$ cat src/rtl/div_pkg.sv
// Shared widths, FSM state type and the per-iteration approximation schedule
// for the sequential 16/8 restoring divider.
package div_pkg;

  localparam int unsigned DIV_W  = 8;
  localparam int unsigned DVD_W  = 16;
  localparam int unsigned N_ITER = 8;
  localparam int unsigned ITER_W = $clog2(N_ITER);
  localparam int unsigned LVL_W  = 3;

  typedef enum logic [1:0] {
    IDLE = 2'd0,
    RUN  = 2'd1,
    DONE = 2'd2
  } div_state_t;

  // Number of approximate LSB cells in the row for a given iteration:
  // iterations 0 and 1 stay exact, then one more cell per iteration.
  function automatic logic [LVL_W-1:0] approx_level(input logic [ITER_W-1:0] iter,
                                                     input logic              en);
    if (!en || iter == '0) return '0;
    return LVL_W'(iter - ITER_W'(1));
  endfunction

endpackage

$ cat src/rtl/div_row_cfg.sv
// One 9-bit subtract/restore row with a configurable number of approximate
// LSB cells.
//   x     : partial remainder with the next dividend bit shifted in
//   y     : divisor
//   level : cells k < level use the approximate borrow/difference equations
//   qs    : quotient bit (1 when the subtraction is kept)
//   rout  : restored or subtracted remainder
module div_row_cfg
  import div_pkg::*;
(
  input  logic [DIV_W:0]   x,
  input  logic [DIV_W-1:0] y,
  input  logic [LVL_W-1:0] level,
  output logic             qs,
  output logic [DIV_W-1:0] rout
);

  logic [DIV_W:0]   borrow;
  logic [DIV_W-1:0] diff;

  // Ripple-borrow chain; borrow-in of bit 0 is tied low.
  always_comb begin
    borrow = '0;
    diff   = '0;
    for (int k = 0; k < int'(DIV_W); k++) begin
      if (k < int'(level)) begin
        diff[k]     = (x[k] ^ y[k]) | borrow[k];
        borrow[k+1] = y[k] | (~x[k] & borrow[k]);
      end else begin
        diff[k]     = x[k] ^ y[k] ^ borrow[k];
        borrow[k+1] = (~x[k] & borrow[k]) | (~x[k] & y[k]) | (y[k] & borrow[k]);
      end
    end
    // x[8] set means x >= 256 > y, so the subtraction always fits.
    qs   = ~borrow[DIV_W] | x[DIV_W];
    rout = qs ? diff : x[DIV_W-1:0];
  end

endmodule

$ cat src/rtl/app_div_seq.sv
// Sequential restoring 16/8 divider: one subtract/restore row reused for
// 8 iterations, with an optional approximate-LSB schedule.
//   clk, rst           : clock, synchronous active-high reset
//   start              : request, accepted in IDLE or DONE
//   dividend, divisor  : operands, captured on accept
//   approx_en          : 0 = exact, 1 = approximate schedule (captured)
//   busy               : high while iterating
//   done               : pulse when a result becomes valid
//   quotient/remainder : result, held until the next accept
//   div_err            : zero divisor or quotient overflow
module app_div_seq
  import div_pkg::*;
#(
  parameter bit APPROX_DEFAULT = 1'b1
)
(
  input  logic             clk,
  input  logic             rst,
  input  logic             start,
  input  logic [DVD_W-1:0] dividend,
  input  logic [DIV_W-1:0] divisor,
  input  logic             approx_en,
  output logic             busy,
  output logic             done,
  output logic [DIV_W-1:0] quotient,
  output logic [DIV_W-1:0] remainder,
  output logic             div_err
);

  div_state_t        state, state_n;
  logic              accept_c;
  logic              zero_div_c;
  logic [ITER_W-1:0] iter;
  logic [DIV_W-1:0]  rem_reg;
  logic [DIV_W-1:0]  shift_reg;
  logic [DIV_W-1:0]  divisor_q;
  logic              approx_q;
  logic              qs;
  logic [DIV_W-1:0]  rout;

  assign zero_div_c = (divisor == '0);

  div_row_cfg u_row (
    .x     ({rem_reg, shift_reg[DIV_W-1]}),
    .y     (divisor_q),
    .level (approx_level(iter, approx_q)),
    .qs    (qs),
    .rout  (rout)
  );

  // State register.
  always_ff @(posedge clk) begin
    if (rst) state <= IDLE;
    else     state <= state_n;
  end

  // Next state; a zero divisor skips RUN entirely.
  always_comb begin
    state_n  = state;
    accept_c = 1'b0;
    case (state)
      IDLE, DONE: begin
        if (start) begin
          accept_c = 1'b1;
          state_n  = zero_div_c ? DONE : RUN;
        end else if (state == DONE) begin
          state_n = IDLE;
        end
      end
      RUN: begin
        if (iter == ITER_W'(N_ITER - 1)) state_n = DONE;
      end
      default: state_n = IDLE;
    endcase
  end

  // Datapath and registered outputs.
  always_ff @(posedge clk) begin
    if (rst) begin
      busy      <= 1'b0;
      done      <= 1'b0;
      quotient  <= '0;
      remainder <= '0;
      div_err   <= 1'b0;
      iter      <= '0;
      rem_reg   <= '0;
      shift_reg <= '0;
      divisor_q <= '0;
      approx_q  <= APPROX_DEFAULT;
    end else begin
      busy <= (state_n == RUN);
      done <= (state_n == DONE);
      if (accept_c) begin
        rem_reg   <= dividend[DVD_W-1:DIV_W];
        shift_reg <= dividend[DIV_W-1:0];
        iter      <= '0;
        divisor_q <= divisor;
        approx_q  <= approx_en;
        div_err   <= zero_div_c || (dividend[DVD_W-1:DIV_W] >= divisor);
        quotient  <= zero_div_c ? '1 : '0;
        remainder <= '0;
      end else if (state == RUN) begin
        rem_reg   <= rout;
        shift_reg <= {shift_reg[DIV_W-2:0], 1'b0};
        quotient  <= {quotient[DIV_W-2:0], qs};
        iter      <= iter + ITER_W'(1);
        if (iter == ITER_W'(N_ITER - 1)) remainder <= rout;
      end
    end
  end

endmodule

$ cat config.mk
export PLATFORM = sky130hd
export DESIGN_NAME = app_div_seq
export DESIGN_NICKNAME = d
export VERILOG_FILES = /design/src/rtl/div_pkg.sv /design/src/rtl/div_row_cfg.sv /design/src/rtl/app_div_seq.sv
export SDC_FILE = /design/constraint.sdc
export NUM_CORES = 1
export LEC_CHECK = 0
export BUFFER_PORTS_ARGS = -buffer_cell sky130_fd_sc_hd__buf_2
export CORE_MARGIN = 3
export CORE_UTILIZATION = 25
export DETAILED_ROUTE_END_ITERATION = 7
export SETUP_SLACK_MARGIN = 0.05
export SYNTH_ARGS = -nofsm -noshare
export SYNTH_HDL_FRONTEND = slang
export SYNTH_SLANG_ARGS = --single-unit
$ cat constraint.sdc
create_clock -name clk -period 10.9 [get_ports clk]
set_input_delay 0.545 -clock clk [delete_from_list [all_inputs] [get_ports clk]]
set_output_delay 0.545 -clock clk [all_outputs]
set_load 0.05 [all_outputs]
==> results_dict.tcl <==
set metrics [dict create \
    yosysTopAreaCell "dfxtp_1" \
    crit_path_start_kind "flop" \
    yosys.area.top_type_share_pct 34.5 \
    synth_area_per_cell_um2 8.28 \
    drtPass1Iterations 4 \
    routed_via_density 4.84 \
    p_total_mw 0.529 \
    clockRootBuffer "clkbuf_16" \
    cts_made_buffers 5 \
    ys_types 45 \
    cts_resized 0 \
    slowest_delay_ps 510 \
    place.gp.congestion 0.861 \
    fin_skew_ps 5.00 \
    status "complete, no violations" \
    async_flop_share_pct 0 \
    drc_errors 0 \
    reg2reg_depth 29 \
    max-slew-margin-rel_pct 42.1 \
    tritoncts "yes" \
    grt_pass1_vias 2454 \
    die_h_um 113 \
    reg2reg_from "iter[0]" \
    grt_overflow 0 \
    holdPathEnd "remainder[7]" \
    multi_input_area_um2 1680 \
    synthTopCellsByCount "49 x dfxtp_1, 49 x nand2_1, 48 x a21oi_1" \
    setup_violations 0 \
    worstHoldStart "remainder[7]" \
    hold_violations 0 \
    cts_hold_buf 0 \
    powerDensity_nw_per_um2 157 \
    n_antenna_cell 0 \
    routed_wl_um 7560 \
    switching_share_pct 31.7 \
    timing.rr.end "remainder[6]" \
    slew_viol_final 0 \
    grt_pass1_wl_um 12500 \
    crit_top_cell "fa_1" \
    clock_path_buffers 2 \
    tightest_slew_ps 865 \
    tns_ps 0 \
    synth_edf_count 0 \
    min_path_type "reg2reg" \
    drtAntennaViolNets 0 \
    clockPowerShare_pct 33.9 \
    h-tree-depth 2 \
    cts.sinks 49 \
    period_minus_slack_ps 7270 \
    layout.nets 439 \
    post-route-period-util_pct 66.7 \
    rows 38 \
    rsz0062_at_grt "false" \
    area_delta_synth_final_pct 18.5 \
    grt_max_degree 40 \
    synth-seq-cells 49 \
    yosysSeqAreaShare_pct 34.5 \
    regToRegSetupSlack_ps 3630 \
    syn-cell-area_um2 2840 \
    drive_gt1_share_pct 17.1 \
    synthFlopType "dfxtp_1" \
    wl_per_cell_um 14.5 \
    die-width_um 113 \
    cp_slowest_cell "dfxtp_1" \
    required_ps 11110 \
    grt_antenna_before_repair 0 \
    clkLatencyLatePin_ps 290 \
    p_seq_share_pct 38.0 \
    dieArea_um2 12700 \
    critPathMaxFanout 17 \
    cap_violations 0 \
    fill_cells 1167 \
    leakage_nw 1.41 \
    internal-power_mw 0.362 \
    core_area_um2 11000 \
    hold_depth 2 \
    switching_power_mw 0.168 \
    crit_type "reg2reg" \
    drt-initial-drc-count 154 \
    seq_area_um2 981 \
    cts_setup_buffers 0 \
    combPwrFrac_pct 28.1 \
    hpwlAfterDp_um 5900 \
    yosysWarningCount 0 \
    vias 2518 \
    portBuffers 46 \
    postSynthCellCount 343 \
    synthTopCellsByArea "dfxtp_1 35%, ha_1 11%, a21oi_1 8.5%, nand2_1 6.5%, a22oi_1 6.1%" \
    peakVddDrop_mv 0.0956 \
    fmax_ghz 0.137 \
    syn_nets 403 \
    endpoint_kind "flop" \
    initial_utilization_pct 25.9 \
    clkTransAtPathRegs_ps 60 \
    io_pins 47 \
    grt_usage_pct 12.0 \
    crit_arrival_ps 7480 \
]
==> final cells by class <==
| class | instances | share of cell area [%] |
|---|---|---|
| Clock buffer | 7 | 4.24 |
| Clock inverter | 1 | 0.892 |
| Inverter | 27 | 3.01 |
| Multi-Input combinational cell | 247 | 50.0 |
| Sequential cell | 49 | 29.1 |
| Tap cell | 140 | 5.20 |
| Timing Repair Buffer | 49 | 7.51 |
==> metrics by stage <==
step	std cells	setup WS (ps)	hold slack (ps)	utilization, %	cell area [µm²]
floorplan	343	4290	437	-	2840
global placement	512	4040	444	29.1	3190
detailed placement	512	3710	450	29.1	3190
CTS	520	3630	460	30.7	3370
global route	520	2910	486	30.7	3370
finish	520	3630	455	30.7	3370
==> critical path: cells and delay by family (launching register included) <==
kind                       cells  cell delay [ps]
adders and majority gates      8             2830
AOI/OAI and AO/OA              8             1420
and+or+nand+nor                6             1300
muxes                          2              610
DFF                            1              510
buffers and inverters          4              320
xor gates and xnor gates       1              190
==> power by group through the flow <==
stage	combinational [mW]	clock, mW	sequential, mW
floorplan	0.105	0	0.206
global placement	0.141	0	0.205
detailed placement	0.148	0	0.205
CTS	0.149	0.184	0.201
global route	0.171	0.191	0.203
finish	0.149	0.179	0.201
==> cell families after synthesis <==
logic type,count (synthesis),share of synthesized area (%)
AO/OA/AOI/OAI,105,23.8
XOR/XNOR,3,0.925
adder cells (fa/ha/maj),32,15.9
buffers and inverters,47,6.26
flip-flops,49,34.5
multiplexers,6,2.29
AND/OR/NAND/NOR,101,16.3
==> worst max-delay path by stage <==
stage / endpoint / start / slack, ps
3_3_place_gp: remainder[6] / iter[0] / 4040
2_1_floorplan: rem_reg[1] / iter[0] / 4290
3_5_place_dp: remainder[6] / iter[0] / 3710
5_1_grt: remainder[6] / iter[0] / 2910
6_report: remainder[6] / iter[0] / 3630
4_1_cts: remainder[6] / iter[0] / 3630
==> layer usage <==
layer	global-route usage, %	up-vias	wire, µm
li1	-	1252	-
met1	15.1	1208	3240
met2	21.0	46	3910
met3	2.10	12	268
met4	3.21	0	133
met5	0	-	0
==> placed cells by master, fill, tap and decap left out, types with 5 or more instances in the layout <==
cell	count
nor2b_1	5
nand2_1	49
buf_2	46
clkbuf_16	5
o21ai_0	6
a21oi_1	48
ha_1	25
a22oi_1	23
inv_1	27
dfxtp_1	49
fa_1	7
nand2b_1	9
nor2_1	22
Note: power is estimated with default switching activity, not from simulation.
